==> src/rtl/load_store_unit_if.sv <==
// Pipeline request/response and word-addressed data memory signals of the load/store unit.
interface load_store_unit_if;
   logic        req_valid;
   logic        req_store;
   logic [2:0]  req_funct3;
   logic [31:0] req_addr;
   logic [31:0] req_wdata;
   logic        req_ready;
   logic        resp_valid;
   logic [31:0] resp_rdata;
   logic        resp_err;
   logic [31:0] mem_address;
   logic [31:0] mem_datain;
   logic        mem_wen;
   logic        mem_ren;
   logic [3:0]  mem_byte_selector;
   logic [31:0] mem_dataout;
   logic        mem_memsig;

   // Load/store unit view: accepts requests, drives the memory port.
   modport slave (
      input  req_valid, req_store, req_funct3, req_addr, req_wdata,
      input  mem_dataout, mem_memsig,
      output req_ready, resp_valid, resp_rdata, resp_err,
      output mem_address, mem_datain, mem_wen, mem_ren, mem_byte_selector
   );

   // Environment view: pipeline issuing requests plus memory answering reads.
   modport master (
      output req_valid, req_store, req_funct3, req_addr, req_wdata,
      output mem_dataout, mem_memsig,
      input  req_ready, resp_valid, resp_rdata, resp_err,
      input  mem_address, mem_datain, mem_wen, mem_ren, mem_byte_selector
   );
endinterface

==> src/rtl/load_store_unit.sv <==
// RV32 load/store unit: one request becomes a single ren or wen word access with lane enables.
module load_store_unit #(
   parameter int unsigned MEM_WORDS      = 1024,
   parameter int unsigned TIMEOUT_CYCLES = 16
) (
   input  logic             clk,
   input  logic             rst,
   load_store_unit_if.slave bus
);

   localparam int unsigned CNT_W = $clog2(TIMEOUT_CYCLES + 1);

   typedef enum logic [2:0] {IDLE, RD_REQ, RD_WAIT, WR, RESP} state_t;

   state_t             state_q, state_d;
   logic [CNT_W-1:0]   cnt_q, cnt_d;
   logic [2:0]         f3_q, f3_d;
   logic [1:0]         off_q, off_d;
   logic               err_q, err_d;

   logic               req_ready_q, req_ready_d;
   logic               resp_valid_q, resp_valid_d;
   logic [31:0]        resp_rdata_q, resp_rdata_d;
   logic               resp_err_q, resp_err_d;
   logic [31:0]        mem_address_q, mem_address_d;
   logic [31:0]        mem_datain_q, mem_datain_d;
   logic               mem_wen_q, mem_wen_d;
   logic               mem_ren_q, mem_ren_d;
   logic [3:0]         mem_sel_q, mem_sel_d;

   logic               f3_ok_c;
   logic               align_ok_c;
   logic               range_ok_c;
   logic               req_bad_c;
   logic [3:0]         st_sel_c;
   logic [31:0]        st_data_c;
   logic [7:0]         ld_byte_c;
   logic [15:0]        ld_half_c;
   logic [31:0]        ld_data_c;

   // Request validation and store lane/data formatting from the live request.
   always_comb begin
      if (bus.req_store) begin
         f3_ok_c = bus.req_funct3 inside {3'b000, 3'b001, 3'b010};
      end else begin
         f3_ok_c = bus.req_funct3 inside {3'b000, 3'b001, 3'b010, 3'b100, 3'b101};
      end

      case (bus.req_funct3[1:0])
         2'b01:   align_ok_c = ~bus.req_addr[0];
         2'b10:   align_ok_c = (bus.req_addr[1:0] == 2'b00);
         default: align_ok_c = 1'b1;
      endcase

      range_ok_c = ({2'b00, bus.req_addr[31:2]} < 32'(MEM_WORDS));
      req_bad_c  = ~(f3_ok_c & align_ok_c & range_ok_c);

      case (bus.req_funct3[1:0])
         2'b00: begin
            st_sel_c  = 4'b0001 << bus.req_addr[1:0];
            st_data_c = {4{bus.req_wdata[7:0]}};
         end
         2'b01: begin
            st_sel_c  = 4'b0011 << bus.req_addr[1:0];
            st_data_c = {2{bus.req_wdata[15:0]}};
         end
         default: begin
            st_sel_c  = 4'b1111;
            st_data_c = bus.req_wdata;
         end
      endcase
   end

   // Load extraction from the returned word using the latched width code and byte offset.
   always_comb begin
      ld_byte_c = 8'(bus.mem_dataout >> {off_q, 3'b000});
      ld_half_c = off_q[1] ? bus.mem_dataout[31:16] : bus.mem_dataout[15:0];
      case (f3_q)
         3'b000:  ld_data_c = {{24{ld_byte_c[7]}}, ld_byte_c};
         3'b100:  ld_data_c = {24'h000000, ld_byte_c};
         3'b001:  ld_data_c = {{16{ld_half_c[15]}}, ld_half_c};
         3'b101:  ld_data_c = {16'h0000, ld_half_c};
         default: ld_data_c = bus.mem_dataout;
      endcase
   end

   // Next-state and next-output logic; every output is the registered copy of its _d value.
   always_comb begin
      state_d       = state_q;
      cnt_d         = cnt_q;
      f3_d          = f3_q;
      off_d         = off_q;
      err_d         = err_q;
      mem_address_d = mem_address_q;
      mem_datain_d  = mem_datain_q;
      mem_sel_d     = mem_sel_q;
      mem_wen_d     = 1'b0;
      mem_ren_d     = 1'b0;
      resp_valid_d  = 1'b0;
      resp_err_d    = 1'b0;
      resp_rdata_d  = 32'h0000_0000;

      unique case (state_q)
         IDLE: begin
            if (bus.req_valid && req_ready_q) begin
               f3_d          = bus.req_funct3;
               off_d         = bus.req_addr[1:0];
               err_d         = req_bad_c;
               mem_address_d = {2'b00, bus.req_addr[31:2]};
               cnt_d         = '0;
               if (req_bad_c) begin
                  // Rejected requests pass one strobe-free cycle in WR so they answer like a store.
                  state_d = WR;
               end else if (bus.req_store) begin
                  state_d      = WR;
                  mem_wen_d    = 1'b1;
                  mem_sel_d    = st_sel_c;
                  mem_datain_d = st_data_c;
               end else begin
                  state_d   = RD_REQ;
                  mem_ren_d = 1'b1;
                  mem_sel_d = 4'b1111;
               end
            end
         end
         RD_REQ: begin
            state_d = RD_WAIT;
            cnt_d   = '0;
         end
         RD_WAIT: begin
            if (bus.mem_memsig) begin
               state_d      = RESP;
               resp_valid_d = 1'b1;
               resp_rdata_d = ld_data_c;
               cnt_d        = '0;
            end else if (cnt_q == CNT_W'(TIMEOUT_CYCLES - 1)) begin
               state_d      = RESP;
               resp_valid_d = 1'b1;
               resp_err_d   = 1'b1;
               cnt_d        = '0;
            end else begin
               cnt_d = cnt_q + CNT_W'(1);
            end
         end
         WR: begin
            state_d      = RESP;
            resp_valid_d = 1'b1;
            resp_err_d   = err_q;
         end
         RESP: begin
            state_d = IDLE;
         end
         default: begin
            state_d = IDLE;
         end
      endcase

      req_ready_d = (state_d == IDLE);
   end

   // State and output registers with synchronous reset.
   always_ff @(posedge clk) begin
      if (rst) begin
         state_q       <= IDLE;
         cnt_q         <= '0;
         f3_q          <= 3'b000;
         off_q         <= 2'b00;
         err_q         <= 1'b0;
         req_ready_q   <= 1'b1;
         resp_valid_q  <= 1'b0;
         resp_rdata_q  <= 32'h0000_0000;
         resp_err_q    <= 1'b0;
         mem_address_q <= 32'h0000_0000;
         mem_datain_q  <= 32'h0000_0000;
         mem_wen_q     <= 1'b0;
         mem_ren_q     <= 1'b0;
         mem_sel_q     <= 4'b0000;
      end else begin
         state_q       <= state_d;
         cnt_q         <= cnt_d;
         f3_q          <= f3_d;
         off_q         <= off_d;
         err_q         <= err_d;
         req_ready_q   <= req_ready_d;
         resp_valid_q  <= resp_valid_d;
         resp_rdata_q  <= resp_rdata_d;
         resp_err_q    <= resp_err_d;
         mem_address_q <= mem_address_d;
         mem_datain_q  <= mem_datain_d;
         mem_wen_q     <= mem_wen_d;
         mem_ren_q     <= mem_ren_d;
         mem_sel_q     <= mem_sel_d;
      end
   end

   assign bus.req_ready         = req_ready_q;
   assign bus.resp_valid        = resp_valid_q;
   assign bus.resp_rdata        = resp_rdata_q;
   assign bus.resp_err          = resp_err_q;
   assign bus.mem_address       = mem_address_q;
   assign bus.mem_datain        = mem_datain_q;
   assign bus.mem_wen           = mem_wen_q;
   assign bus.mem_ren           = mem_ren_q;
   assign bus.mem_byte_selector = mem_sel_q;

endmodule

==> src/flat_wrapper.sv <==
// flat-port wrapper written by rule: the top's interface ports become plain ports
module load_store_unit_flat 
#(
   parameter int unsigned MEM_WORDS      = 1024,
   parameter int unsigned TIMEOUT_CYCLES = 16
)
  (clk, rst, bus_req_valid, bus_req_store, bus_req_funct3, bus_req_addr, bus_req_wdata, bus_mem_dataout, bus_mem_memsig, bus_req_ready, bus_resp_valid, bus_resp_rdata, bus_resp_err, bus_mem_address, bus_mem_datain, bus_mem_wen, bus_mem_ren, bus_mem_byte_selector);
  load_store_unit_if bus_i ();
  input  logic clk;
  input  logic rst;
  input wire logic [$bits(bus_i.req_valid)-1:0] bus_req_valid;
  input wire logic [$bits(bus_i.req_store)-1:0] bus_req_store;
  input wire logic [$bits(bus_i.req_funct3)-1:0] bus_req_funct3;
  input wire logic [$bits(bus_i.req_addr)-1:0] bus_req_addr;
  input wire logic [$bits(bus_i.req_wdata)-1:0] bus_req_wdata;
  input wire logic [$bits(bus_i.mem_dataout)-1:0] bus_mem_dataout;
  input wire logic [$bits(bus_i.mem_memsig)-1:0] bus_mem_memsig;
  output wire logic [$bits(bus_i.req_ready)-1:0] bus_req_ready;
  output wire logic [$bits(bus_i.resp_valid)-1:0] bus_resp_valid;
  output wire logic [$bits(bus_i.resp_rdata)-1:0] bus_resp_rdata;
  output wire logic [$bits(bus_i.resp_err)-1:0] bus_resp_err;
  output wire logic [$bits(bus_i.mem_address)-1:0] bus_mem_address;
  output wire logic [$bits(bus_i.mem_datain)-1:0] bus_mem_datain;
  output wire logic [$bits(bus_i.mem_wen)-1:0] bus_mem_wen;
  output wire logic [$bits(bus_i.mem_ren)-1:0] bus_mem_ren;
  output wire logic [$bits(bus_i.mem_byte_selector)-1:0] bus_mem_byte_selector;
  assign bus_i.req_valid = bus_req_valid;
  assign bus_i.req_store = bus_req_store;
  assign bus_i.req_funct3 = bus_req_funct3;
  assign bus_i.req_addr = bus_req_addr;
  assign bus_i.req_wdata = bus_req_wdata;
  assign bus_i.mem_dataout = bus_mem_dataout;
  assign bus_i.mem_memsig = bus_mem_memsig;
  assign bus_req_ready = bus_i.req_ready;
  assign bus_resp_valid = bus_i.resp_valid;
  assign bus_resp_rdata = bus_i.resp_rdata;
  assign bus_resp_err = bus_i.resp_err;
  assign bus_mem_address = bus_i.mem_address;
  assign bus_mem_datain = bus_i.mem_datain;
  assign bus_mem_wen = bus_i.mem_wen;
  assign bus_mem_ren = bus_i.mem_ren;
  assign bus_mem_byte_selector = bus_i.mem_byte_selector;
  load_store_unit #(.MEM_WORDS(MEM_WORDS), .TIMEOUT_CYCLES(TIMEOUT_CYCLES)) u_core (.clk(clk), .rst(rst), .bus(bus_i));
endmodule
==> config.mk <==
export PLATFORM = sky130hd
export DESIGN_NAME = load_store_unit_flat
export DESIGN_NICKNAME = d
export VERILOG_FILES = /design/src/rtl/load_store_unit_if.sv /design/src/rtl/load_store_unit.sv /design/src/flat_wrapper.sv
export SDC_FILE = /design/constraint.sdc
export NUM_CORES = 1
export LEC_CHECK = 0
export BUFFER_PORTS_ARGS = -buffer_cell sky130_fd_sc_hd__buf_2
export CAP_MARGIN = 10
export CORE_ASPECT_RATIO = 1.4
export CORE_MARGIN = 1.5
export CORE_UTILIZATION = 44
export CTS_CLUSTER_DIAMETER = 60
export DETAILED_ROUTE_END_ITERATION = 6
export GPL_ROUTABILITY_DRIVEN = 0
export GPL_TIMING_DRIVEN = 0
export PLACE_DENSITY = 0.74
export SLEW_MARGIN = 0
export SYNTH_ARGS = -nofsm -noshare
export SYNTH_HDL_FRONTEND = slang
export SYNTH_SLANG_ARGS = --single-unit
==> constraint.sdc <==
create_clock -name clk -period 2.98 [get_ports clk]
set_clock_uncertainty 0.2 [all_clocks]
set_input_delay 0.745 -clock clk [delete_from_list [all_inputs] [get_ports clk]]
set_output_delay 0.745 -clock clk [all_outputs]
set_load 0.02 [all_outputs]
==> impl_metrics.xml, run 1 <==
<?xml version="1.0" encoding="UTF-8"?>
<metrics>
  <group name="clocking">
    <metric name="cts_max_path_buffers" unit="">2</metric>
    <metric name="cts_buffers" unit="">17</metric>
    <metric name="path_clk_slew" unit="ps">60</metric>
    <metric name="cts_tree" unit="">yes</metric>
    <metric name="root_buffer" unit="">sky130_fd_sc_hd__clkbuf_16</metric>
    <metric name="post-cts-setup-buffer-count" unit="">0</metric>
    <metric name="worst_skew_pair.late_latency" unit="ps">410</metric>
    <metric name="cts_num_sinks" unit="">117</metric>
    <metric name="cts.repair.resized" unit="">2</metric>
    <metric name="cts_htree_levels" unit="">4</metric>
    <metric name="holdBufCountCts" unit="">0</metric>
  </group>
  <group name="timing">
    <metric name="slew-limit-headroom" unit="%">47.1</metric>
    <metric name="finalHoldViolCount" unit="">0</metric>
    <metric name="grt_setup_unrepaired" unit="">no</metric>
    <metric name="timing_worst_slew_pin_value" unit="ps">788</metric>
    <metric name="timing.final.crit_share" unit="%">95.0</metric>
    <metric name="maxSlewViolCount" unit="">0</metric>
    <metric name="fin_crit" unit="ps">2830</metric>
    <metric name="setup_viol_count_final" unit="">0</metric>
    <metric name="fmax" unit="GHz">0.353</metric>
    <metric name="fin_hold_ws" unit="ps">251</metric>
  </group>
  <group name="job">
    <metric name="maxCapViolations" unit="">0</metric>
  </group>
  <group name="synthesis">
    <metric name="edff_count_synth" unit="">0</metric>
    <metric name="synth.distinct_cells" unit="">54</metric>
    <metric name="synth_simple_gate_area_share" unit="%">20.7</metric>
    <metric name="synth_top_family_by_area" unit="">simple AND/OR/NAND/NOR gates</metric>
    <metric name="synthesis.yosys.warnings" unit="">0</metric>
    <metric name="synth_compound_area_share" unit="%">19.4</metric>
    <metric name="synthesis.area_per_instance" unit="µm²">8.35</metric>
    <metric name="synthArstFlopShare" unit="%">0</metric>
    <metric name="synth.ff_latch_count" unit="">117</metric>
    <metric name="syn-instance-count" unit="">617</metric>
    <metric name="synth_xor_xnor_area_share" unit="%">0.170</metric>
    <metric name="synth.mux.area_fraction" unit="%">7.96</metric>
    <metric name="synth-adder-area-share" unit="%">0.971</metric>
    <metric name="seq_area_frac_synth" unit="%">45.4</metric>
    <metric name="postSynth.topFlopCell" unit="">sky130_fd_sc_hd__dfxtp_1</metric>
    <metric name="syn-cell-area" unit="µm²">5150</metric>
  </group>
  <group name="power_and_ir_drop">
    <metric name="share_of_total_power_in_combinational_logic" unit="%">17.4</metric>
    <metric name="irDropWorstVdd" unit="V">0.000336</metric>
    <metric name="power.clock.fraction" unit="%">44.6</metric>
    <metric name="switching_share" unit="%">28.1</metric>
    <metric name="internal_power" unit="µW">3200</metric>
    <metric name="static-leakage-power" unit="µW">0.00315</metric>
    <metric name="power_density_over_the_cells" unit="nW/µm²">640</metric>
    <metric name="power_frac_seq" unit="%">38.0</metric>
    <metric name="switchingPower" unit="µW">1250</metric>
  </group>
  <group name="routing">
    <metric name="vias_per_cell" unit="">5.31</metric>
    <metric name="via_count" unit="">5292</metric>
    <metric name="routed_wirelength" unit="µm">15700</metric>
    <metric name="wl_per_cell" unit="µm">15.8</metric>
    <metric name="route.detailed.drc" unit="">0</metric>
    <metric name="drt-pass1-iter-count" unit="">5</metric>
    <metric name="first_iter_violations" unit="">278</metric>
    <metric name="final_antenna_net_count" unit="">0</metric>
  </group>
  <group name="layout">
    <metric name="layout.cells.most_common" unit="">sky130_fd_sc_hd__buf_2</metric>
    <metric name="layout-drive-gt1-share" unit="%">30.5</metric>
    <metric name="fin_nets" unit="">950</metric>
    <metric name="antenna_diode_count" unit="">0</metric>
    <metric name="finish.cell_count_without_fillers" unit="">997</metric>
    <metric name="fill_cells" unit="">1085</metric>
    <metric name="layout.cells.most_common_list" unit="">sky130_fd_sc_hd__buf_2, sky130_fd_sc_hd__nand2_1, sky130_fd_sc_hd__dfxtp_1</metric>
    <metric name="area_growth" unit="%">34.8</metric>
  </group>
  <group name="global_route">
    <metric name="first_pass_grt_wire_length" unit="µm">23800</metric>
    <metric name="grtUsageTotal" unit="%">25.0</metric>
    <metric name="grt_max_degree" unit="">17</metric>
    <metric name="initial_antenna_violation_count" unit="">0</metric>
    <metric name="grt_overflow_total" unit="">0</metric>
    <metric name="via_count_of_the_first_global_routing_pass" unit="">4960</metric>
  </group>
  <group name="die">
    <metric name="initial_core_util" unit="%">45.2</metric>
    <metric name="die-width" unit="µm">94.5</metric>
    <metric name="dieArea" unit="µm²">12400</metric>
    <metric name="floorplan.rows" unit="">46</metric>
    <metric name="die_h" unit="µm">131</metric>
    <metric name="core_region_area" unit="µm²">11400</metric>
    <metric name="top_level_ports" unit="">209</metric>
  </group>
  <group name="setup_path">
    <metric name="endpoint_kind" unit="">flip-flop</metric>
    <metric name="timing.critical_path.arrival" unit="ps">2930</metric>
    <metric name="crit_type" unit="">flip-flop to flip-flop</metric>
    <metric name="timing.critical_path.required" unit="ps">3080</metric>
    <metric name="reg2reg_setup_slack" unit="ps">150</metric>
    <metric name="start_kind" unit="">flip-flop</metric>
    <metric name="worst-path-max-fanout" unit="">10</metric>
  </group>
  <group name="outcome">
    <metric name="status" unit="">finished clean</metric>
  </group>
  <group name="placed_design">
    <metric name="placedCellCount" unit="">968</metric>
    <metric name="dpl.hpwl" unit="µm">12000</metric>
    <metric name="port_buffers" unit="">206</metric>
  </group>
  <group name="hold_path">
    <metric name="hold_path.class" unit="">flip-flop to flip-flop</metric>
  </group>
</metrics>
-- cell usage after synthesis, types with 2 or more instances --
library cell / instances / area, µm²
sky130_fd_sc_hd__buf_4: 2 / 15.0
sky130_fd_sc_hd__mux2_2: 12 / 135
sky130_fd_sc_hd__buf_6: 3 / 33.8
sky130_fd_sc_hd__a311oi_1: 4 / 35.0
sky130_fd_sc_hd__nor3b_1: 2 / 15.0
sky130_fd_sc_hd__and2_0: 3 / 18.8
sky130_fd_sc_hd__nor4_1: 6 / 37.5
sky130_fd_sc_hd__a211oi_1: 6 / 45.0
sky130_fd_sc_hd__a22oi_1: 19 / 143
sky130_fd_sc_hd__and3_1: 2 / 12.5
sky130_fd_sc_hd__ha_1: 4 / 50.1
sky130_fd_sc_hd__o21bai_1: 3 / 22.5
sky130_fd_sc_hd__and2_1: 3 / 18.8
sky130_fd_sc_hd__nor2_1: 29 / 109
sky130_fd_sc_hd__o31ai_1: 8 / 60.1
sky130_fd_sc_hd__o211ai_1: 3 / 22.5
sky130_fd_sc_hd__buf_1: 2 / 7.51
sky130_fd_sc_hd__mux2_1: 12 / 135
sky130_fd_sc_hd__a2111oi_0: 6 / 52.6
sky130_fd_sc_hd__a31oi_1: 5 / 31.3
sky130_fd_sc_hd__o22ai_1: 5 / 31.3
sky130_fd_sc_hd__clkbuf_1: 38 / 143
sky130_fd_sc_hd__nand2b_1: 3 / 18.8
sky130_fd_sc_hd__mux2i_1: 14 / 140
sky130_fd_sc_hd__buf_2: 2 / 10.0
sky130_fd_sc_hd__nor2b_1: 20 / 125
sky130_fd_sc_hd__inv_1: 16 / 60.1
sky130_fd_sc_hd__nand2_1: 138 / 518
sky130_fd_sc_hd__nor3_1: 4 / 20.0
sky130_fd_sc_hd__nand4_1: 9 / 56.3
sky130_fd_sc_hd__o21ai_0: 13 / 65.1
sky130_fd_sc_hd__a21oi_1: 75 / 375
sky130_fd_sc_hd__a221oi_1: 8 / 70.1
sky130_fd_sc_hd__dfxtp_1: 117 / 2340
sky130_fd_sc_hd__or3_1: 2 / 12.5
-- final cells by class --
class | instances | area (µm²) | area share, %
inverters | 17 | 63.8 | 0.919
well taps | 144 | 180 | 2.59
flip-flops and latches | 117 | 2340 | 33.7
plain buffers | 46 | 205 | 2.95
clock buffers | 22 | 474 | 6.83
clock inverters | 8 | 101 | 1.46
multi-input cells | 437 | 2550 | 36.7
repair buffers | 206 | 1030 | 14.8
-- power groups by stage --
| stage | clock [µW] | combinational [µW] | sequential (µW) |
|---|---|---|---|
| 2_1_floorplan | 0 | 396 | 1800 |
| 3_3_place_gp | 0 | 764 | 1720 |
| 3_5_place_dp | 0 | 768 | 1720 |
| 4_1_cts | 2010 | 772 | 1690 |
| 5_1_grt | 2090 | 842 | 1700 |
| 6_report | 1980 | 775 | 1690 |
-- sequential cells by signal, summed over array words and instances (netlist names) --
register and count:
u_core.state_q 3, u_core.cnt_q 5, u_core.f3_q 3, u_core.err_q 1, u_core.bus.mem_address 30, u_core.bus.mem_datain 32
u_core.bus.mem_ren 1, u_core.off_q 2, u_core.bus.resp_rdata 32, u_core.bus.req_ready 1, u_core.bus.mem_byte_selector 4, u_core.bus.mem_wen 1
u_core.bus.resp_valid 1, u_core.bus.resp_err 1
-- through the flow --
step / setup TNS, ps / total power (µW) / worst slack [ps] / instance area [µm²] / util, %
2_1_floorplan: 0 / 2200 / 126 / 5160 / -
3_5_place_dp: -11990 / 2490 / -665 / 6370 / 55.9
5_1_grt: 0 / 4630 / 83.3 / 6950 / 61.0
4_1_cts: 0 / 4470 / 153 / 6950 / 61.0
3_3_place_gp: -9890 / 2480 / -588 / 6370 / 55.9
6_report: 0 / 4450 / 150 / 6950 / 61.0
-- metal layers --
metal	part of all wire [%]	GRT usage (%)	wire length (µm)	up-vias
li1	-	-	-	2611
met1	37	26.4	5890	2402
met2	50	44.0	7920	247
met3	9.1	8.19	1430	32
met4	3.2	13.3	503	0
met5	0	0	0	-
-- kinds of logic (layout without fill, tap and decap cells) --
kind of cell | Yosys count | after routing
buffers and inverters | 64 | 299
adder cells (fa/ha/maj) | 4 | 4
XOR/XNOR | 1 | 1
multiplexers | 38 | 38
flip-flops | 117 | 117
AO/OA/AOI/OAI | 160 | 160
AND/OR/NAND/NOR | 232 | 232
other | 1 | 2
-- worst max-delay path, stage by stage (launching register included) --
cell	delay, ps
sky130_fd_sc_hd__dfxtp_1	300
sky130_fd_sc_hd__buf_6	130
sky130_fd_sc_hd__or4b_4	570
sky130_fd_sc_hd__or3_1	350
sky130_fd_sc_hd__buf_2	190
sky130_fd_sc_hd__nor3_4	390
sky130_fd_sc_hd__buf_6	230
sky130_fd_sc_hd__mux2_1	340
-- final timing paths --
path	endpoint	startpoint	cells after the start
worst max-delay path	u_core.bus.mem_datain[26]	u_core.state_q[1]	7
worst min-delay path	u_core.bus.mem_address[14]	u_core.bus.mem_address[14]	2
worst max register to register	u_core.bus.mem_datain[26]	u_core.state_q[1]	7
worst min register to register	u_core.bus.mem_address[14]	u_core.bus.mem_address[14]	2
No activity file was read; power rests on OpenSTA's default activity.
==> run 2, diff against run 1 <==
--- a/config.mk
+++ b/config.mk
@@ -7,7 +7,7 @@
 export LEC_CHECK = 0
 export BUFFER_PORTS_ARGS = -buffer_cell sky130_fd_sc_hd__buf_2
 export CAP_MARGIN = 10
-export CORE_ASPECT_RATIO = 1.4
+export CORE_ASPECT_RATIO = 0.6
 export CORE_MARGIN = 1.5
 export CORE_UTILIZATION = 44
 export CTS_CLUSTER_DIAMETER = 60
==> impl_metrics.xml, run 2 (synthesis results as in run 1) <==
<?xml version="1.0" encoding="UTF-8"?>
<metrics>
  <group name="outcome">
    <metric name="status" unit="">finished clean</metric>
  </group>
  <group name="setup_path">
    <metric name="worst-path-max-fanout" unit="">10</metric>
    <metric name="endpoint_kind" unit="">flip-flop</metric>
    <metric name="crit_path_start" unit="">u_core.state_q[1]</metric>
    <metric name="crit_type" unit="">flip-flop to flip-flop</metric>
    <metric name="start_kind" unit="">flip-flop</metric>
    <metric name="cp_slowest_stage_delay" unit="ps">580</metric>
    <metric name="crit_path_to" unit="">u_core.bus.mem_datain[31]</metric>
    <metric name="timing.critical_path.arrival" unit="ps">2940</metric>
    <metric name="timing.critical_path.required" unit="ps">3070</metric>
    <metric name="timing.critical_path.slowest_stage_cell" unit="">sky130_fd_sc_hd__or4b_4</metric>
    <metric name="timing.critical_path.cells" unit="">buf_6 &gt; or4b_4 &gt; or3_1 &gt; buf_2 &gt; nor3_4 &gt; buf_6 &gt; mux2_1</metric>
    <metric name="r2r.worst_path.cells" unit="">7</metric>
    <metric name="crit-reg2reg-launch" unit="">u_core.state_q[1]</metric>
    <metric name="reg2reg_setup_slack" unit="ps">130</metric>
    <metric name="r2r_end" unit="">u_core.bus.mem_datain[31]</metric>
    <metric name="crit_top_cell" unit="">sky130_fd_sc_hd__buf_6</metric>
  </group>
  <group name="die">
    <metric name="die-width" unit="µm">143</metric>
    <metric name="initial_core_util" unit="%">45.3</metric>
    <metric name="core_region_area" unit="µm²">11400</metric>
    <metric name="top_level_ports" unit="">209</metric>
    <metric name="floorplan.rows" unit="">30</metric>
    <metric name="dieArea" unit="µm²">12400</metric>
    <metric name="die_h" unit="µm">86.8</metric>
  </group>
  <group name="layout">
    <metric name="finish.cell_count_without_fillers" unit="">1015</metric>
    <metric name="final_design_area_no_fill" unit="µm²">7070</metric>
    <metric name="layout.cells.most_common" unit="">sky130_fd_sc_hd__buf_2</metric>
    <metric name="fin_nets" unit="">950</metric>
    <metric name="post-route-util" unit="%">62.2</metric>
    <metric name="layout.cells.most_common_list" unit="">sky130_fd_sc_hd__buf_2, sky130_fd_sc_hd__nand2_1, sky130_fd_sc_hd__dfxtp_1</metric>
    <metric name="layout-drive-gt1-share" unit="%">30.9</metric>
    <metric name="antenna_diode_count" unit="">0</metric>
    <metric name="area_growth" unit="%">37.2</metric>
  </group>
  <group name="timing">
    <metric name="timing.final.crit_share" unit="%">95.7</metric>
    <metric name="fin_crit" unit="ps">2850</metric>
    <metric name="slew-limit-headroom" unit="%">44.3</metric>
    <metric name="tns_setup" unit="ps">0</metric>
    <metric name="setup_viol_count_final" unit="">0</metric>
    <metric name="grt_setup_unrepaired" unit="">no</metric>
    <metric name="maxSlewViolCount" unit="">0</metric>
    <metric name="timing_worst_slew_pin_value" unit="ps">829</metric>
    <metric name="finalHoldViolCount" unit="">0</metric>
    <metric name="fmax" unit="GHz">0.351</metric>
  </group>
  <group name="placed_design">
    <metric name="port_buffers" unit="">206</metric>
    <metric name="placedCellCount" unit="">984</metric>
    <metric name="dpl-instance-area" unit="µm²">6390</metric>
    <metric name="dpl.hpwl" unit="µm">12100</metric>
  </group>
  <group name="clocking">
    <metric name="cts_htree_levels" unit="">4</metric>
    <metric name="post-cts-setup-buffer-count" unit="">0</metric>
    <metric name="cts_buffers" unit="">17</metric>
    <metric name="holdBufCountCts" unit="">0</metric>
    <metric name="cts_max_path_buffers" unit="">2</metric>
    <metric name="cts_tree" unit="">yes</metric>
    <metric name="cts_num_sinks" unit="">117</metric>
    <metric name="root_buffer" unit="">sky130_fd_sc_hd__clkbuf_16</metric>
    <metric name="worst_skew_pair.late_latency" unit="ps">400</metric>
    <metric name="cts.repair.resized" unit="">1</metric>
    <metric name="path_clk_slew" unit="ps">60</metric>
  </group>
  <group name="global_route">
    <metric name="via_count_of_the_first_global_routing_pass" unit="">4783</metric>
    <metric name="grtUsageTotal" unit="%">26.0</metric>
    <metric name="first_pass_grt_wire_length" unit="µm">24800</metric>
    <metric name="initial_antenna_violation_count" unit="">1</metric>
    <metric name="grt_max_degree" unit="">17</metric>
    <metric name="grt_overflow_total" unit="">0</metric>
  </group>
  <group name="routing">
    <metric name="wl_per_cell" unit="µm">15.8</metric>
    <metric name="via_count" unit="">5357</metric>
    <metric name="final_antenna_net_count" unit="">0</metric>
    <metric name="route.detailed.drc" unit="">0</metric>
    <metric name="vias_per_cell" unit="">5.28</metric>
    <metric name="first_iter_violations" unit="">331</metric>
    <metric name="routed_wirelength" unit="µm">16100</metric>
    <metric name="drt-pass1-iter-count" unit="">6</metric>
  </group>
  <group name="hold_path">
    <metric name="hold_path.class" unit="">flip-flop to flip-flop</metric>
  </group>
  <group name="power_and_ir_drop">
    <metric name="pnr_total_power" unit="µW">4830</metric>
    <metric name="irDropWorstVdd" unit="V">0.000450</metric>
    <metric name="power_density_over_the_cells" unit="nW/µm²">683</metric>
    <metric name="static-leakage-power" unit="µW">0.00319</metric>
  </group>
  <group name="job">
    <metric name="maxCapViolations" unit="">0</metric>
  </group>
</metrics>
[run 2: cell types whose count changed in the layout (fill, tap and decap cells not counted)]
cell / delta
sky130_fd_sc_hd__clkinv_4: -1
sky130_fd_sc_hd__bufinv_16: +4
sky130_fd_sc_hd__clkbuf_8: -1
sky130_fd_sc_hd__clkbuf_1: -2
sky130_fd_sc_hd__clkinvlp_4: +2
[run 2: worst min path at each step]
| stage | startpoint | to | slack (ps) | cells after the start |
|---|---|---|---|---|
| CTS | u_core.bus.mem_address[5] | u_core.bus.mem_address[5] | 250 | 2 |
| detailed placement | u_core.bus.mem_address[5] | u_core.bus.mem_address[5] | 240 | 2 |
| floorplan | u_core.cnt_q[4] | u_core.cnt_q[4] | 240 | 1 |
| finish | u_core.bus.mem_address[4] | u_core.bus.mem_address[4] | 250 | 2 |
| global route | u_core.bus.mem_address[3] | u_core.bus.mem_address[3] | 260 | 2 |
| global placement | u_core.bus.mem_address[14] | u_core.bus.mem_address[14] | 240 | 2 |
[run 2: metrics by stage]
step / setup slack, ps / hold WS [ps]
global route: 62.3 / 263
floorplan: 126 / 241
finish: 128 / 250
CTS: 158 / 251
global placement: -596 / 239
detailed placement: -634 / 244
[run 2: where the power goes]
part / internal, µW / switching (µW)
Clock: 1610 / 740
Combinational: 262 / 524
Sequential: 1650 / 42.4
Total: 3520 / 1310
[run 2: per-layer routing]
metal  GRT usage (%)  wire (µm)  vias to the layer above
li1                -          -                     2615
met1            37.3       7740                     2477
met2            37.3       6650                      244
met3            7.96       1500                       19
met4            7.59        181                        2
met5               0         12                        -
[run 2: final cells by class]
| type | instances | area [µm²] |
|---|---|---|
| Tap cell | 160 | 200 |
| Buffer | 46 | 205 |
| Sequential cell | 117 | 2340 |
| Timing Repair Buffer | 206 | 1030 |
| Fill cell | 1012 | 4300 |
| Multi-Input combinational cell | 437 | 2550 |
| Inverter | 17 | 63.8 |
| Clock inverter | 13 | 228 |
| Clock buffer | 19 | 453 |
[run 2: critical path: cells and delay by family (launching register included)]
kind	cells	cell delay [ps]
flip-flops	1	300
AND/OR/NAND/NOR	3	1340
multiplexers	1	340
buffers and inverters	3	550
